===== config.mk =====
export PLATFORM = sky130hd
export DESIGN_NAME = reg_scoreboard_flat
export DESIGN_NICKNAME = d
export VERILOG_FILES = /design/src/rtl/reg_scoreboard_if.sv /design/src/rtl/reg_scoreboard.sv /design/src/flat_wrapper.sv
export SDC_FILE = /design/constraint.sdc
export NUM_CORES = 1
export LEC_CHECK = 0
export ABC_AREA = 1
export CAP_MARGIN = 20
export CORE_MARGIN = 3
export CORE_UTILIZATION = 50
export CTS_BUF_LIST = sky130_fd_sc_hd__clkbuf_8
export DETAILED_ROUTE_END_ITERATION = 7
export PLACE_DENSITY_LB_ADDON = 0.05
export SLEW_MARGIN = 40
export SYNTH_ARGS = -nofsm -noshare
export SYNTH_HDL_FRONTEND = slang
export SYNTH_SLANG_ARGS = --single-unit

===== constraint.sdc =====
create_clock -name clk -period 3.4 [get_ports clk]
set_input_delay 0.51 -clock clk [delete_from_list [all_inputs] [get_ports clk]]
set_output_delay 0.51 -clock clk [all_outputs]
set_load 0.01 [all_outputs]

===== src/rtl/reg_scoreboard_if.sv =====
// Issue/writeback/flush bundle between an instruction issuer and the register scoreboard.
// The issuer drives requests on the master side; the scoreboard answers on the slave side.
interface reg_scoreboard_if #(
   parameter int REG_INDEX_BIT_WIDTH = 4,
   parameter int MAX_PENDING         = 4
);
   localparam int NUM_REGS = 2 ** REG_INDEX_BIT_WIDTH;
   localparam int CNT_W    = $clog2(MAX_PENDING + 1);

   logic                           issue_valid;
   logic                           issue_wrt_en;
   logic [REG_INDEX_BIT_WIDTH-1:0] issue_rd;
   logic [REG_INDEX_BIT_WIDTH-1:0] issue_rs1;
   logic [REG_INDEX_BIT_WIDTH-1:0] issue_rs2;
   logic                           wb_valid;
   logic [REG_INDEX_BIT_WIDTH-1:0] wb_rd;
   logic                           flush;
   logic                           stall;
   logic                           issue_accept;
   logic [NUM_REGS-1:0]            busy_vec;
   logic [CNT_W-1:0]               pending_cnt;
   logic                           err_spurious_wb;

   modport master (
      output issue_valid, issue_wrt_en, issue_rd, issue_rs1, issue_rs2,
      output wb_valid, wb_rd, flush,
      input  stall, issue_accept, busy_vec, pending_cnt, err_spurious_wb
   );

   modport slave (
      input  issue_valid, issue_wrt_en, issue_rd, issue_rs1, issue_rs2,
      input  wb_valid, wb_rd, flush,
      output stall, issue_accept, busy_vec, pending_cnt, err_spurious_wb
   );
endinterface


===== src/rtl/reg_scoreboard.sv =====
// Register scoreboard: tracks destination registers with writes in flight and stalls
// issue on RAW/WAW hazards or when the number of outstanding writes reaches MAX_PENDING.
module reg_scoreboard #(
   parameter int REG_INDEX_BIT_WIDTH = 4,
   parameter int MAX_PENDING         = 4
) (
   input logic             clk,
   input logic             reset,
   reg_scoreboard_if.slave sb
);
   localparam int NUM_REGS = 2 ** REG_INDEX_BIT_WIDTH;
   localparam int CNT_W    = $clog2(MAX_PENDING + 1);
   localparam logic [CNT_W-1:0] MAX_CNT = CNT_W'(MAX_PENDING);

   logic [NUM_REGS-1:0] busy_q, busy_d;
   logic [CNT_W-1:0]    cnt_q, cnt_d;
   logic                err_q, err_d;
   logic                stall, accept, set_en, clr_en;

   always_comb begin
      // Hazards are judged on registered state only; a same-cycle writeback does not bypass.
      stall  = sb.issue_valid &
               (busy_q[sb.issue_rs1] | busy_q[sb.issue_rs2] |
                (sb.issue_wrt_en & (busy_q[sb.issue_rd] | (cnt_q == MAX_CNT))));
      accept = sb.issue_valid & ~stall & ~sb.flush;
      set_en = accept & sb.issue_wrt_en;
      clr_en = sb.wb_valid & busy_q[sb.wb_rd];

      busy_d = busy_q;
      cnt_d  = cnt_q;
      err_d  = 1'b0;

      if (sb.flush) begin
         busy_d = '0;
         cnt_d  = '0;
      end else begin
         if (clr_en) busy_d[sb.wb_rd] = 1'b0;
         if (set_en) busy_d[sb.issue_rd] = 1'b1;
         // Set and clear together (same or different register) leave the count unchanged.
         if (set_en && !clr_en && cnt_q != MAX_CNT)
            cnt_d = cnt_q + CNT_W'(1);
         else if (clr_en && !set_en && cnt_q != '0)
            cnt_d = cnt_q - CNT_W'(1);
         err_d = sb.wb_valid & ~busy_q[sb.wb_rd];
      end
   end

   always_ff @(posedge clk) begin
      if (reset) begin
         busy_q <= '0;
         cnt_q  <= '0;
         err_q  <= 1'b0;
      end else begin
         busy_q <= busy_d;
         cnt_q  <= cnt_d;
         err_q  <= err_d;
      end
   end

   assign sb.stall           = stall;
   assign sb.issue_accept    = accept;
   assign sb.busy_vec        = busy_q;
   assign sb.pending_cnt     = cnt_q;
   assign sb.err_spurious_wb = err_q;
endmodule


===== src/flat_wrapper.sv =====
// flat-port wrapper written by rule: the top's interface ports become plain ports
module reg_scoreboard_flat 
#(
   parameter int REG_INDEX_BIT_WIDTH = 4,
   parameter int MAX_PENDING         = 4
)
  (clk, reset, sb_issue_valid, sb_issue_wrt_en, sb_issue_rd, sb_issue_rs1, sb_issue_rs2, sb_wb_valid, sb_wb_rd, sb_flush, sb_stall, sb_issue_accept, sb_busy_vec, sb_pending_cnt, sb_err_spurious_wb);
  reg_scoreboard_if #(.REG_INDEX_BIT_WIDTH(REG_INDEX_BIT_WIDTH), .MAX_PENDING(MAX_PENDING)) sb_i ();
  input logic clk;
  input logic reset;
  input wire logic [$bits(sb_i.issue_valid)-1:0] sb_issue_valid;
  input wire logic [$bits(sb_i.issue_wrt_en)-1:0] sb_issue_wrt_en;
  input wire logic [$bits(sb_i.issue_rd)-1:0] sb_issue_rd;
  input wire logic [$bits(sb_i.issue_rs1)-1:0] sb_issue_rs1;
  input wire logic [$bits(sb_i.issue_rs2)-1:0] sb_issue_rs2;
  input wire logic [$bits(sb_i.wb_valid)-1:0] sb_wb_valid;
  input wire logic [$bits(sb_i.wb_rd)-1:0] sb_wb_rd;
  input wire logic [$bits(sb_i.flush)-1:0] sb_flush;
  output wire logic [$bits(sb_i.stall)-1:0] sb_stall;
  output wire logic [$bits(sb_i.issue_accept)-1:0] sb_issue_accept;
  output wire logic [$bits(sb_i.busy_vec)-1:0] sb_busy_vec;
  output wire logic [$bits(sb_i.pending_cnt)-1:0] sb_pending_cnt;
  output wire logic [$bits(sb_i.err_spurious_wb)-1:0] sb_err_spurious_wb;
  assign sb_i.issue_valid = sb_issue_valid;
  assign sb_i.issue_wrt_en = sb_issue_wrt_en;
  assign sb_i.issue_rd = sb_issue_rd;
  assign sb_i.issue_rs1 = sb_issue_rs1;
  assign sb_i.issue_rs2 = sb_issue_rs2;
  assign sb_i.wb_valid = sb_wb_valid;
  assign sb_i.wb_rd = sb_wb_rd;
  assign sb_i.flush = sb_flush;
  assign sb_stall = sb_i.stall;
  assign sb_issue_accept = sb_i.issue_accept;
  assign sb_busy_vec = sb_i.busy_vec;
  assign sb_pending_cnt = sb_i.pending_cnt;
  assign sb_err_spurious_wb = sb_i.err_spurious_wb;
  reg_scoreboard #(.REG_INDEX_BIT_WIDTH(REG_INDEX_BIT_WIDTH), .MAX_PENDING(MAX_PENDING)) u_core (.clk(clk), .reset(reset), .sb(sb_i));
endmodule

==> flow_summary.json, run 1 <==
{
  "grt.busiest_layer": "met2",
  "grtUsageMet1_pct": 35.4,
  "die_x_um": 64.0,
  "pin_count": 44,
  "fmax_ghz": 0.326,
  "clock_path_buffers": 2,
  "cts_buffers": 3,
  "rsz0062_at_grt": "no",
  "gp_congestion": 0.946,
  "slew_violations": 0,
  "max_slew_margin_pct": 65.3,
  "path_buf_inv": 3,
  "critical_path.top_delay_family": "buffers and inverters",
  "setup_viol": 0,
  "irDropWorstVdd_v": 0.000278,
  "period_needed_ns": 3.07,
  "num_vias": 2145,
  "power_density_nw_per_um2": 247,
  "synthFlopType": "dfxtp_1",
  "path_max_fanout": 7,
  "drt_first_pass_iters": 5,
  "grt_pass1_wl_um": 8780,
  "htree_levels": 1,
  "syn-num-nets": 324,
  "syn_area_per_cell_sq_um": 5.58,
  "clk_pin_slew_ns": 0.07,
  "synth.distinct_cells": 23,
  "ys_seq_area_share_pct": 23.8,
  "synth_cells": 301,
  "power_mw": 0.538,
  "drt-initial-drc-count": 219,
  "core-area_sq_um": 3130,
  "cts_sinks": 20,
  "clk-insertion-delay-late_ns": 0.26,
  "io_buffers": 43,
  "max_stage_delay_ns": 0.61,
  "track_usage_pct": 26.8,
  "final_layout_size_suffix_gt1_share_pct": 4.65,
  "viasPerCell": 5.53,
  "ys.warnings.count": 0,
  "dp_hpwl_um": 4040,
  "run_status": "completed",
  "die_area_sq_um": 4090,
  "antenna_left": 0,
  "cp-start-kind": "primary input",
  "synthArstFlopShare_pct": 0,
  "wl_um": 5230,
  "hold_viol_final": 0,
  "whs_ns": 0.522,
  "final_common_cell": "nand2_1",
  "path_cells": "clkdlybuf4s50_1 > inv_1 > nor2_1 > a21oi_1 > nand2_1 > nand2_1 > nand2_1 > o21ai_0 > a21boi_0 > clkdlybuf4s50_1",
  "area_growth_pct": 29.8,
  "synth-seq-cells": 20,
  "worst-setup-path-type": "primary input to output pin",
  "routedWlPerCell_um": 13.5,
  "synth_edf_count": 0,
  "gr-usage-met2_pct": 43.6,
  "cts_tree": "yes",
  "hold_class": "register to register",
  "nFillCells": 318,
  "skew_ns": 0.00592,
  "crit_path_top_delay_cell": "clkdlybuf4s50_1",
  "fin_tns_setup_ns": 0,
  "root_buffer": "clkbuf_8",
  "critPathMostFrequentCell": "nand2_1",
  "antennaDiodeCount": 0,
  "p_leak_nw": 0.964,
  "antenna_found_initial": 0,
  "syn_area_sq_um": 1680,
  "fin_crit_sh_pct": 90.3,
  "grt_pass1_vias": 1955,
  "start_util_pct": 53.7,
  "worst_pin_slew_ns": 0.520,
  "drc": 0,
  "arrival_ns": 2.56,
  "maxCapViolCount": 0,
  "end_kind": "output pin",
  "die_h_um": 64.0,
  "finalCoreUtilization_pct": 69.7,
  "hold_buffers": 0,
  "row_count": 20,
  "gr-total-overflow": 0,
  "grt_max_degree": 20,
  "final_cell_mix": "78 x nand2_1, 46 x inv_1, 46 x nand3_1",
  "met3_usage_pct": 2.99,
  "nets": 368,
  "cp.required_ns": 2.89
}
==> sequential cells by signal, summed over array words and instances (netlist names) <==
name	count
u_core.sb.busy_vec	16
u_core.sb.err_spurious_wb	1
u_core.sb.pending_cnt	3
==> power breakdown <==
part / total (mW) / switching, mW / internal, mW
logic: 0.116 / 0.0677 / 0.0482
registers: 0.236 / 0.00111 / 0.235
clock network: 0.186 / 0.0827 / 0.103
total: 0.538 / 0.152 / 0.387
==> final timing paths <==
kind,from,endpoint,slack [ns],depth (start not counted)
worst min register to register,u_core.sb.busy_vec[10]$_SDFF_PP0_,u_core.sb.busy_vec[10]$_SDFF_PP0_,0.52,2
worst max register to register,u_core.sb.busy_vec[9]$_SDFF_PP0_,u_core.sb.pending_cnt[2]$_SDFFE_PP0P_,1.02,13
worst min-delay path,u_core.sb.busy_vec[10]$_SDFF_PP0_,u_core.sb.busy_vec[10]$_SDFF_PP0_,0.52,2
worst max-delay path,sb_issue_rd[1],sb_stall,0.33,10
==> metrics by stage <==
step | cell area, sq um | instances | setup WS [ns]
after floorplan | 1680 | 301 | 0.779
after detailed placement | 2120 | 384 | 0.251
final | 2180 | 388 | 0.329
after global placement | 2120 | 384 | 0.299
after global routing | 2180 | 388 | 0.115
after CTS | 2180 | 388 | 0.249
==> routing by layer <==
metal,wire [um],up-vias,share of wire (%)
li1,-,1055,-
met5,0,-,0
met1,2300,970,44
met2,2350,109,45
met4,127,0,2.4
met3,453,11,8.7
==> cells by family (layout without fill, tap and decap cells) <==
kind of cell             after synthesis  in the layout  synth area share, %
AO/OA/AOI/OAI                         40             40                 12.7
AND/OR/NAND/NOR                      184            184                 47.5
flip-flops                            20             20                 23.8
buffers and inverters                 56             99                 14.8
adder cells (fa/ha/maj)                1              1                 1.19
==> final cells by class <==
cell class | count | area (sq um) | share of cell area [%]
sequential | 20 | 400 | 18.4
clock buffer | 4 | 55.1 | 2.53
timing repair buffer | 46 | 455 | 20.9
inverter | 49 | 184 | 8.44
tap | 44 | 55.1 | 2.53
multi-input combinational | 225 | 1030 | 47.2
==> worst register-to-register path, delay by kind of cell, from the launching register on <==
family	cells	cell delay, ns
AND/OR/NAND/NOR	6	0.71
flip-flops	1	0.35
AO/OA/AOI/OAI	4	0.60
buffers and inverters	2	0.25
adder cells (fa/ha/maj)	1	0.37
==> timing repair <==
item	in CTS	in global routing
resized for setup	0	1
setup buffers	0	0
endpoints found under the setup margin	0	1
==> cells in the mapped netlist (2+ instances only) <==
cell     number  area [sq um]
dfxtp_1      20           400
a21oi_1      18          90.1
o21ai_1       5          25.0
nor3_1       17          85.1
nor2_1       34           128
nand2_1      78           293
inv_1        46           173
inv_2         3          11.3
buf_6         5          56.3
o22ai_1       4          25.0
nand4_1       2          12.5
nor2_2        4          25.0
o21ai_0      10          50.1
nand3_1      46           230
Power figures use the tool's default switching activity.
==> inputs of run 2 (changes only) <==
PLACE_DENSITY = 0.82   (was unset)
PLACE_DENSITY_LB_ADDON = unset   (was 0.05)
SKIP_LAST_GASP = 1   (was unset)
clock period = 3.45 ns   (was 3.4 ns; I/O delays follow)
==> flow_summary.json, run 2 (synthesis results as in run 1) <==
{
  "run_status": "completed",
  "cts_sinks": 20,
  "met3_usage_pct": 3.69,
  "die_x_um": 64.0,
  "gr-total-overflow": 0,
  "arrival_ns": 2.66,
  "power_mw": 0.591,
  "htree_levels": 1,
  "slew_violations": 0,
  "hold_viol_final": 0,
  "viasPerCell": 5.52,
  "wl_um": 5270,
  "fin_cells": 388,
  "die_area_sq_um": 4090,
  "path_buf_inv": 3,
  "path_cells": "clkdlybuf4s50_1 > inv_1 > nor2_1 > nand2_1 > nand4_1 > nand2_1 > nand2_1 > o21ai_0 > a21boi_0 > clkdlybuf4s50_1",
  "hold_buffers": 0,
  "gr-usage-met2_pct": 44.0,
  "power_density_nw_per_um2": 269,
  "finalCoreUtilization_pct": 70.2,
  "dp_cells": 384,
  "grtUsageMet1_pct": 35.6,
  "antenna_found_initial": 0,
  "grt_pass1_wl_um": 8860,
  "end_kind": "output pin",
  "root_buffer": "clkbuf_8",
  "rsz0062_at_grt": "no",
  "pin_count": 44,
  "path_max_fanout": 7,
  "max_stage_delay_ns": 0.62,
  "grt_max_degree": 20,
  "whs_ns": 0.557,
  "largest_reg_flops": 16,
  "clock_path_buffers": 2,
  "area_growth_pct": 30.8,
  "fin_crit_sh_pct": 92.2,
  "nets": 368,
  "skew_ns": 0.00233,
  "crit_path_top_delay_cell": "clkdlybuf4s50_1",
  "maxCapViolCount": 0,
  "critical_path.top_delay_family": "buffers and inverters",
  "io_buffers": 43,
  "drc": 0,
  "dp_hpwl_um": 3990,
  "nFillCells": 301,
  "row_count": 20,
  "p_leak_nw": 0.971,
  "drt-initial-drc-count": 208,
  "core-area_sq_um": 3130,
  "fin_tns_setup_ns": 0,
  "gp_congestion": 0.982,
  "worst-setup-path-type": "primary input to output pin",
  "die_h_um": 64.0,
  "worst_pin_slew_ns": 0.528,
  "clk-insertion-delay-late_ns": 0.27,
  "routedWlPerCell_um": 13.6,
  "period_needed_ns": 3.18,
  "drt_first_pass_iters": 5,
  "final_cell_mix": "78 x nand2_1, 46 x inv_1, 46 x nand3_1",
  "clk_pin_slew_ns": 0.08,
  "setup_viol": 0,
  "cts_tree": "yes",
  "grt.busiest_layer": "met2",
  "num_vias": 2141,
  "antennaDiodeCount": 0,
  "hold_class": "register to register",
  "cts_buffers": 3,
  "final_common_cell": "nand2_1",
  "start_util_pct": 53.7,
  "max_slew_margin_pct": 64.8,
  "grt_pass1_vias": 1987,
  "critPathMostFrequentCell": "nand2_1",
  "final_layout_size_suffix_gt1_share_pct": 4.65,
  "antenna_left": 0,
  "track_usage_pct": 27.0,
  "fmax_ghz": 0.315,
  "irDropWorstVdd_v": 0.000238,
  "cp-start-kind": "primary input",
  "cp.required_ns": 2.93
}
-- run 2: worst reg2reg max path: cells and delay by family (launching register included) --
kind	cells	cell delay [ns]
AO/OA/AOI/OAI	4	0.60
adder cells (fa/ha/maj)	1	0.36
buffers and inverters	2	0.24
flip-flops	1	0.34
AND/OR/NAND/NOR	6	0.71
-- run 2: cell type report --
cell class / instances / area (sq um) / share of cell area (%)
Clock buffer: 3 / 41.3 / 1.88
Clock inverter: 1 / 30.0 / 1.37
Inverter: 49 / 184 / 8.38
Multi-Input combinational cell: 225 / 1030 / 46.9
Sequential cell: 20 / 400 / 18.2
Tap cell: 44 / 55.1 / 2.51
Timing Repair Buffer: 46 / 455 / 20.7
-- run 2: repair_timing --
action,4_1_cts,5_1_grt
endpoints found under the hold margin,0,0
setup endpoints to repair,0,1
setup buffers,0,0
gates resized for setup,0,1
-- run 2: final timing paths --
check	from	to	slack, ns	cells past startpoint
setup / recovery	sb_issue_rd[1]	sb_stall	0.27	10
hold / removal	u_core.sb.busy_vec[0]$_SDFF_PP0_	u_core.sb.busy_vec[0]$_SDFF_PP0_	0.56	2
setup reg to reg	u_core.sb.busy_vec[10]$_SDFF_PP0_	u_core.sb.pending_cnt[2]$_SDFFE_PP0P_	1.12	13
hold reg to reg	u_core.sb.busy_vec[0]$_SDFF_PP0_	u_core.sb.busy_vec[0]$_SDFF_PP0_	0.56	2
-- run 2: layer usage --
metal | wire [um] | part of all wire, % | vias up
met2 | 2410 | 46 | 134
met1 | 2190 | 41 | 933
li1 | - | - | 1057
met4 | 156 | 3.0 | 0
met5 | 0 | 0 | -
met3 | 514 | 9.7 | 17
-- run 2: metrics by stage --
stage / setup slack, ns / cell area (sq um)
floorplan: 0.821 / 1680
global placement: 0.335 / 2120
detailed placement: 0.305 / 2120
CTS: 0.281 / 2190
global route: 0.0871 / 2200
finish: 0.271 / 2200
-- run 2: where the power goes --
| part | internal [mW] | total [mW] | switching (mW) |
|---|---|---|---|
| combinational | 0.0475 | 0.115 | 0.0670 |
| clock | 0.155 | 0.243 | 0.0883 |
| sequential | 0.232 | 0.233 | 0.00111 |
